File: src/rtl/mc_core_pkg.sv
// rtl/mc_core_pkg.sv - shared state, opcode/funct and ALU-operation definitions for mc_core
package mc_core_pkg;

  typedef enum logic [2:0] {
    ST_FETCH,
    ST_DECODE,
    ST_EXEC,
    ST_MEM,
    ST_WB,
    ST_HALT
  } state_e;

  typedef enum logic [2:0] {
    ALU_ADD,
    ALU_SUB,
    ALU_AND,
    ALU_OR,
    ALU_SLT
  } alu_op_e;

  localparam logic [5:0] OP_RTYPE = 6'b000000;
  localparam logic [5:0] OP_ADDI  = 6'b001000;
  localparam logic [5:0] OP_LW    = 6'b100011;
  localparam logic [5:0] OP_SW    = 6'b101011;
  localparam logic [5:0] OP_BEQ   = 6'b000100;
  localparam logic [5:0] OP_J     = 6'b000010;
  localparam logic [5:0] OP_HALT  = 6'b111111;

  localparam logic [5:0] FN_ADD = 6'b100000;
  localparam logic [5:0] FN_SUB = 6'b100010;
  localparam logic [5:0] FN_AND = 6'b100100;
  localparam logic [5:0] FN_OR  = 6'b100101;
  localparam logic [5:0] FN_SLT = 6'b101010;

endpackage

File: src/rtl/mc_regfile.sv
// rtl/mc_regfile.sv - 32-entry register file, two read ports, one write port, r0 hardwired to zero
module mc_regfile #(
  parameter int DATA_W = 32
) (
  input  logic              clk,
  input  logic              reset,
  input  logic [4:0]        raddr_a_i,
  output logic [DATA_W-1:0] rdata_a_o,
  input  logic [4:0]        raddr_b_i,
  output logic [DATA_W-1:0] rdata_b_o,
  input  logic              we_i,
  input  logic [4:0]        waddr_i,
  input  logic [DATA_W-1:0] wdata_i
);

  logic [DATA_W-1:0] regs_q [32];

  always_ff @(posedge clk or posedge reset) begin
    if (reset) begin
      for (int i = 0; i < 32; i++) begin
        regs_q[i] <= '0;
      end
    end else if (we_i && (waddr_i != 5'd0)) begin
      regs_q[waddr_i] <= wdata_i;
    end
  end

  assign rdata_a_o = (raddr_a_i == 5'd0) ? '0 : regs_q[raddr_a_i];
  assign rdata_b_o = (raddr_b_i == 5'd0) ? '0 : regs_q[raddr_b_i];

endmodule

File: src/rtl/mc_core.sv
// rtl/mc_core.sv - multi-cycle core sequencing FETCH/DECODE/EXEC/MEM/WB around mc_regfile
module mc_core
  import mc_core_pkg::*;
#(
  parameter int                DATA_W   = 32,
  parameter int                ADDR_W   = 16,
  parameter logic [ADDR_W-1:0] RESET_PC = '0
) (
  input  logic              clk,
  input  logic              reset,
  output logic              mem_req,
  output logic              mem_we,
  output logic [ADDR_W-1:0] mem_addr,
  output logic [DATA_W-1:0] mem_wdata,
  input  logic [DATA_W-1:0] mem_rdata,
  input  logic              mem_ready,
  output logic              halted,
  output logic              err,
  output logic [ADDR_W-1:0] pc,
  output logic [31:0]       retired
);

  state_e            state_q;
  alu_op_e           alu_op_q;
  logic [ADDR_W-1:0] pc_q;
  logic [31:0]       ir_q;
  logic [31:0]       retired_q;
  logic [DATA_W-1:0] a_q;
  logic [DATA_W-1:0] b_q;
  logic [DATA_W-1:0] res_q;
  logic              err_q;
  logic              halted_q;

  logic [5:0]        opcode;
  logic [5:0]        funct;
  logic [4:0]        rs;
  logic [4:0]        rt;
  logic [4:0]        rd;
  logic [DATA_W-1:0] imm_ext;
  logic [DATA_W-1:0] alu_b;
  logic [DATA_W-1:0] alu_y;
  logic [DATA_W-1:0] rf_rdata_a;
  logic [DATA_W-1:0] rf_rdata_b;
  logic              rf_we;
  logic [4:0]        rf_waddr;

  assign opcode  = ir_q[31:26];
  assign rs      = ir_q[25:21];
  assign rt      = ir_q[20:16];
  assign rd      = ir_q[15:11];
  assign funct   = ir_q[5:0];
  assign imm_ext = DATA_W'($signed(ir_q[15:0]));
  assign alu_b   = (opcode == OP_RTYPE) ? b_q : imm_ext;

  always_comb begin
    alu_y = a_q + alu_b;
    case (alu_op_q)
      ALU_ADD: alu_y = a_q + alu_b;
      ALU_SUB: alu_y = a_q - alu_b;
      ALU_AND: alu_y = a_q & alu_b;
      ALU_OR:  alu_y = a_q | alu_b;
      ALU_SLT: alu_y = DATA_W'($signed(a_q) < $signed(alu_b));
      default: alu_y = a_q + alu_b;
    endcase
  end

  // Reset gates the request combinationally so an in-flight transfer is abandoned at once.
  assign mem_req   = !reset && ((state_q == ST_FETCH) || (state_q == ST_MEM));
  assign mem_we    = (state_q == ST_MEM) && (opcode == OP_SW);
  assign mem_addr  = (state_q == ST_MEM) ? res_q[ADDR_W-1:0] : pc_q;
  assign mem_wdata = b_q;

  assign rf_we    = (state_q == ST_WB);
  assign rf_waddr = (opcode == OP_RTYPE) ? rd : rt;

  mc_regfile #(.DATA_W(DATA_W)) u_regfile (
    .clk       (clk),
    .reset     (reset),
    .raddr_a_i (rs),
    .rdata_a_o (rf_rdata_a),
    .raddr_b_i (rt),
    .rdata_b_o (rf_rdata_b),
    .we_i      (rf_we),
    .waddr_i   (rf_waddr),
    .wdata_i   (res_q)
  );

  always_ff @(posedge clk or posedge reset) begin
    if (reset) begin
      state_q   <= ST_FETCH;
      alu_op_q  <= ALU_ADD;
      pc_q      <= RESET_PC;
      ir_q      <= '0;
      retired_q <= '0;
      a_q       <= '0;
      b_q       <= '0;
      res_q     <= '0;
      err_q     <= 1'b0;
      halted_q  <= 1'b0;
    end else begin
      case (state_q)
        ST_FETCH: begin
          if (mem_ready) begin
            ir_q    <= mem_rdata[31:0];
            pc_q    <= pc_q + ADDR_W'(1);
            state_q <= ST_DECODE;
          end
        end
        ST_DECODE: begin
          a_q      <= rf_rdata_a;
          b_q      <= rf_rdata_b;
          alu_op_q <= ALU_ADD;
          state_q  <= ST_EXEC;
          case (opcode)
            OP_RTYPE: begin
              case (funct)
                FN_ADD: alu_op_q <= ALU_ADD;
                FN_SUB: alu_op_q <= ALU_SUB;
                FN_AND: alu_op_q <= ALU_AND;
                FN_OR:  alu_op_q <= ALU_OR;
                FN_SLT: alu_op_q <= ALU_SLT;
                default: begin
                  err_q    <= 1'b1;
                  halted_q <= 1'b1;
                  state_q  <= ST_HALT;
                end
              endcase
            end
            OP_ADDI, OP_LW, OP_SW, OP_BEQ: ;
            OP_J: begin
              pc_q      <= ADDR_W'(ir_q[25:0]);
              retired_q <= retired_q + 32'd1;
              state_q   <= ST_FETCH;
            end
            OP_HALT: begin
              halted_q  <= 1'b1;
              retired_q <= retired_q + 32'd1;
              state_q   <= ST_HALT;
            end
            default: begin
              err_q    <= 1'b1;
              halted_q <= 1'b1;
              state_q  <= ST_HALT;
            end
          endcase
        end
        ST_EXEC: begin
          if (opcode == OP_BEQ) begin
            // pc_q already points past the branch, so the offset is relative to PC+1.
            if (a_q == b_q) begin
              pc_q <= pc_q + ADDR_W'($signed(ir_q[15:0]));
            end
            retired_q <= retired_q + 32'd1;
            state_q   <= ST_FETCH;
          end else begin
            res_q   <= alu_y;
            state_q <= ((opcode == OP_LW) || (opcode == OP_SW)) ? ST_MEM : ST_WB;
          end
        end
        ST_MEM: begin
          if (mem_ready) begin
            if (opcode == OP_SW) begin
              retired_q <= retired_q + 32'd1;
              state_q   <= ST_FETCH;
            end else begin
              res_q   <= mem_rdata;
              state_q <= ST_WB;
            end
          end
        end
        ST_WB: begin
          retired_q <= retired_q + 32'd1;
          state_q   <= ST_FETCH;
        end
        ST_HALT: state_q <= ST_HALT;
        default: state_q <= ST_HALT;
      endcase
    end
  end

  assign halted  = halted_q;
  assign err     = err_q;
  assign pc      = pc_q;
  assign retired = retired_q;

endmodule

File: config.mk
export PLATFORM = sky130hd
export DESIGN_NAME = mc_core
export DESIGN_NICKNAME = d
export VERILOG_FILES = /design/src/rtl/mc_core_pkg.sv /design/src/rtl/mc_regfile.sv /design/src/rtl/mc_core.sv
export SDC_FILE = /design/constraint.sdc
export NUM_CORES = 2
export LEC_CHECK = 0
export BUFFER_PORTS_ARGS = -buffer_cell sky130_fd_sc_hd__buf_2
export CORE_MARGIN = 4
export CORE_UTILIZATION = 55
export DETAILED_ROUTE_END_ITERATION = 16
export GPL_TIMING_DRIVEN = 0
export PLACE_DENSITY = 0.81
export SLEW_MARGIN = 10
export SYNTH_ARGS = -nofsm -noshare
export SYNTH_HDL_FRONTEND = slang
export SYNTH_SLANG_ARGS = --single-unit
File: constraint.sdc
create_clock -name clk -period 50.7 [get_ports clk]
set_input_delay 2.535 -clock clk [delete_from_list [all_inputs] [get_ports clk]]
set_output_delay 2.535 -clock clk [all_outputs]
set_load 0.05 [all_outputs]
==> impl_metrics.env <==
export IMPL_violations="max-capacitance violations, max-slew violations"
export IMPL_path_max_fanout=10
export IMPL_io_pins=135
export IMPL_post_route_period_util=0.147
export IMPL_grt_usage=0.427
export IMPL_syn_to_final_growth_pct=11.1
export IMPL_drive_gt1_frac=0.386
export IMPL_dp_hpwl_microns=199000
export IMPL_postRouteAntennaNets=0
export IMPL_antenna_found_initial=25
export IMPL_wl_met2_microns=112000
export IMPL_dieArea_sq_um=129000
export IMPL_p_seq_frac=0.454
export IMPL_cts_tree="built"
export IMPL_die_x_microns=360
export IMPL_internal_power_uw=1570
export IMPL_arrival_ns=8.10
export IMPL_row_count=128
export IMPL_tns_ns=0
export IMPL_crit_path_max_incr_delay_ns=1.15
export IMPL_power_uw=2140
export IMPL_whs_endpoint="err"
export IMPL_slew_limit_headroom=-0.151
export IMPL_first_global_vias=53191
export IMPL_yosysTopAreaCell="dfrtp_1"
export IMPL_synth_nets=5328
export IMPL_final_cell_mix="1,208 x dfrtp_1, 1,089 x mux2_2, 480 x mux4_2"
export IMPL_rsz0062_at_grt="false"
export IMPL_nets=5609
export IMPL_post_cts_buffers=0
export IMPL_slew_viol_final=61
export IMPL_synth_cell_types=86
export IMPL_synth_top_cell_area_share=0.445
export IMPL_reg2reg_depth=19
export IMPL_async_reset_ff_frac=1.00
export IMPL_core_area_sq_um=122000
export IMPL_layout_commonest_cell="dfrtp_1"
export IMPL_drtPass1Iterations=9
export IMPL_irDropWorstVdd_uv=41.0
export IMPL_holdBufCountCts=0
export IMPL_cellPowerDensity_nw_per_um2=28.4
export IMPL_crit_chain="nor3_1 > nand2b_1 > nor3_1 > clkbuf_1 > buf_1 > nand2_1 > o21ai_0 > inv_1 > ha_1 > nor3_1 > o21ai_0 > nand3_1 > and3_1 > a211oi_1 > o41ai_1 > a311oi_1 > o32a_1 > o21ai_0 > a31oi_1"
export IMPL_synthFlopType="dfrtp_1"
export IMPL_finalHoldViolCount=0
export IMPL_fin_crit_ns=7.45
export IMPL_p_clk_frac=0.465
export IMPL_path_class="reg -> reg"
export IMPL_drc=0
export IMPL_via_count=54428
export IMPL_cts_sink_count=1208
export IMPL_cts_buffers=132
export IMPL_rrSetupSlack_ns=43.25
export IMPL_drt_iter0_drc=9462
export IMPL_cts_buffer_depth=3
export IMPL_synth_seq_cells=1208
export IMPL_avgSynthCellArea_sq_um=13.1
export IMPL_start_util=0.556
export IMPL_routed_via_density=7.55
export IMPL_p_sw_uw=572
export IMPL_postCtsResizedCells=0
export IMPL_routed_wl_microns=283000
export IMPL_clk_insertion_delay_late_ns=0.82
export IMPL_status="finished with violations"
export IMPL_worst_path_max_delay_cell="nor3_1"
export IMPL_syn_inst=5177
export IMPL_drt_met1_wl_microns=93100
export IMPL_p_sw_frac=0.267
export IMPL_ys_seq_area_frac=0.445
export IMPL_power_leakage_uw=0.0344
export IMPL_start_kind="flip-flop"
export IMPL_grt_pass1_wl_microns=392000
export IMPL_top_layer="met5"
export IMPL_synth_cell_area_sq_um=68000
export IMPL_yosysWarnings=0
export IMPL_hold_path_depth=1
export IMPL_p_comb_frac=0.082
export IMPL_die_h_microns=360
export IMPL_cp_required_ns=51.35
export IMPL_synth_edf_count=0
export IMPL_grt_max_degree=127
export IMPL_portBuffers=134
export IMPL_cap_violations=10
export IMPL_final_cells=7205
export IMPL_setup_violations=0
export IMPL_reg2reg_from="ir_q[29]"
export IMPL_min_path_type="reg -> reg"
export IMPL_crit_start="ir_q[29]"
export IMPL_worst_pin_slew_ns=1.73
export IMPL_cts_root_buf="clkbuf_16"
export IMPL_worstHoldStart="err"
export IMPL_htreeDepth=4
export IMPL_r2r_end="res_q[0]"
export IMPL_overflow=0
export IMPL_max_freq_mhz=134
export IMPL_clk_pin_slew_ns=0.06
export IMPL_dpl_cell_count=6948
export IMPL_ys_top_cells_by_area="dfrtp_1 44%, mux2_2 18%, mux4_2 16%, mux2i_1 2.6%, ha_1 2.1%"
export IMPL_place_congestion=1.09
export IMPL_wl_met3_microns=49900
export IMPL_skew_ns=0.0346
export IMPL_wl_per_cell_microns=39.2
export IMPL_endpoint_kind="flip-flop"
per-stage QoR:
step           hold slack, ns  instance area [sq um]  setup WS, ns   util
4_1_cts                 0.469                  75400         43.68  0.617
3_5_place_dp            0.451                  71000         43.70  0.581
5_1_grt                 0.485                  75400         43.15  0.617
2_1_floorplan           0.441                  68000         14.13      -
3_3_place_gp            0.445                  70700          1.36  0.578
6_report                0.472                  75500         43.25  0.618
sequential cells by signal, summed over array words and instances, names as in the netlist:
name	cells
a_q	32
alu_op_q	3
err	1
halted	1
ir_q	32
mem_wdata	32
pc	16
res_q	32
retired	32
state_q	3
u_regfile.regs_q	1024
power groups by stage:
stage               sequential (uW)  combinational (uW)  clock [uW]
floorplan                       988                86.3           0
global route                    971                 174        1030
CTS                             971                 161         986
detailed placement              988                 161           0
global placement                991                 156           0
finish                          971                 175         996
layout make-up:
cell class	instances	area, sq um
Clock inverter	42	596
Inverter	109	417
Buffer	500	2140
Tap cell	1625	2030
Clock buffer	189	3780
Sequential cell	1208	30200
Multi-Input combinational cell	3360	35300
Antenna cell	25	62.6
Timing Repair Buffer	147	1000
Fill cell	9152	46700
per-layer routing:
layer	track usage	vias up
met5	0.0131	-
met4	0.314	20
met3	0.241	1554
met2	0.576	5306
met1	0.509	27447
li1	-	20101
worst max-delay path, delay by kind of cell (launching register included):
kind	cells	cell delay (ns)
compound gates	8	2.69
simple gates	7	2.32
buf+inv	3	1.49
flops	1	0.44
fa+ha+maj	1	0.35
cells by family (layout without fill, tap and decap cells):
logic type                 Yosys count  in the layout  synth area share
AOI/OAI and AO/OA                  732            732            0.0721
other                                0             25                 0
xor gates and xnor gates           120            120            0.0155
DFF                               1208           1208             0.445
and+or+nand+nor                    646            646            0.0436
muxes                             1745           1745             0.365
adders and majority gates          117            117            0.0218
buffers and inverters              609            987            0.0367
synth_stat cells (all sizes together) (19+ instances only):
| cell type | n |
|---|---|
| a21o | 34 |
| mux4 | 480 |
| nand2b | 33 |
| o22ai | 64 |
| clkbuf | 299 |
| a221oi | 53 |
| o221ai | 42 |
| o211ai | 24 |
| and3 | 19 |
| a21oi | 152 |
| a22o | 40 |
| nor2 | 140 |
| o31ai | 22 |
| nor3 | 52 |
| buf | 201 |
| a31oi | 22 |
| mux2 | 1090 |
| nand3 | 28 |
| a211oi | 23 |
| dfrtp | 1208 |
| o21ai | 175 |
| xnor2 | 101 |
| nor2b | 21 |
| mux2i | 175 |
| xor2 | 19 |
| nand2 | 271 |
| ha | 113 |
| inv | 109 |
| and2 | 19 |
worst max-delay path by stage:
stage / cells past startpoint / end / slack [ns]
finish: 19 / res_q[0] / 43.25
global route: 19 / res_q[0] / 43.15
CTS: 19 / res_q[0] / 43.68
detailed placement: 19 / res_q[0] / 43.70
global placement: 2 / u_regfile.regs_q[341] / 1.36
floorplan: 1 / a_q[0] / 14.13
(Power assumes the default switching activity.)
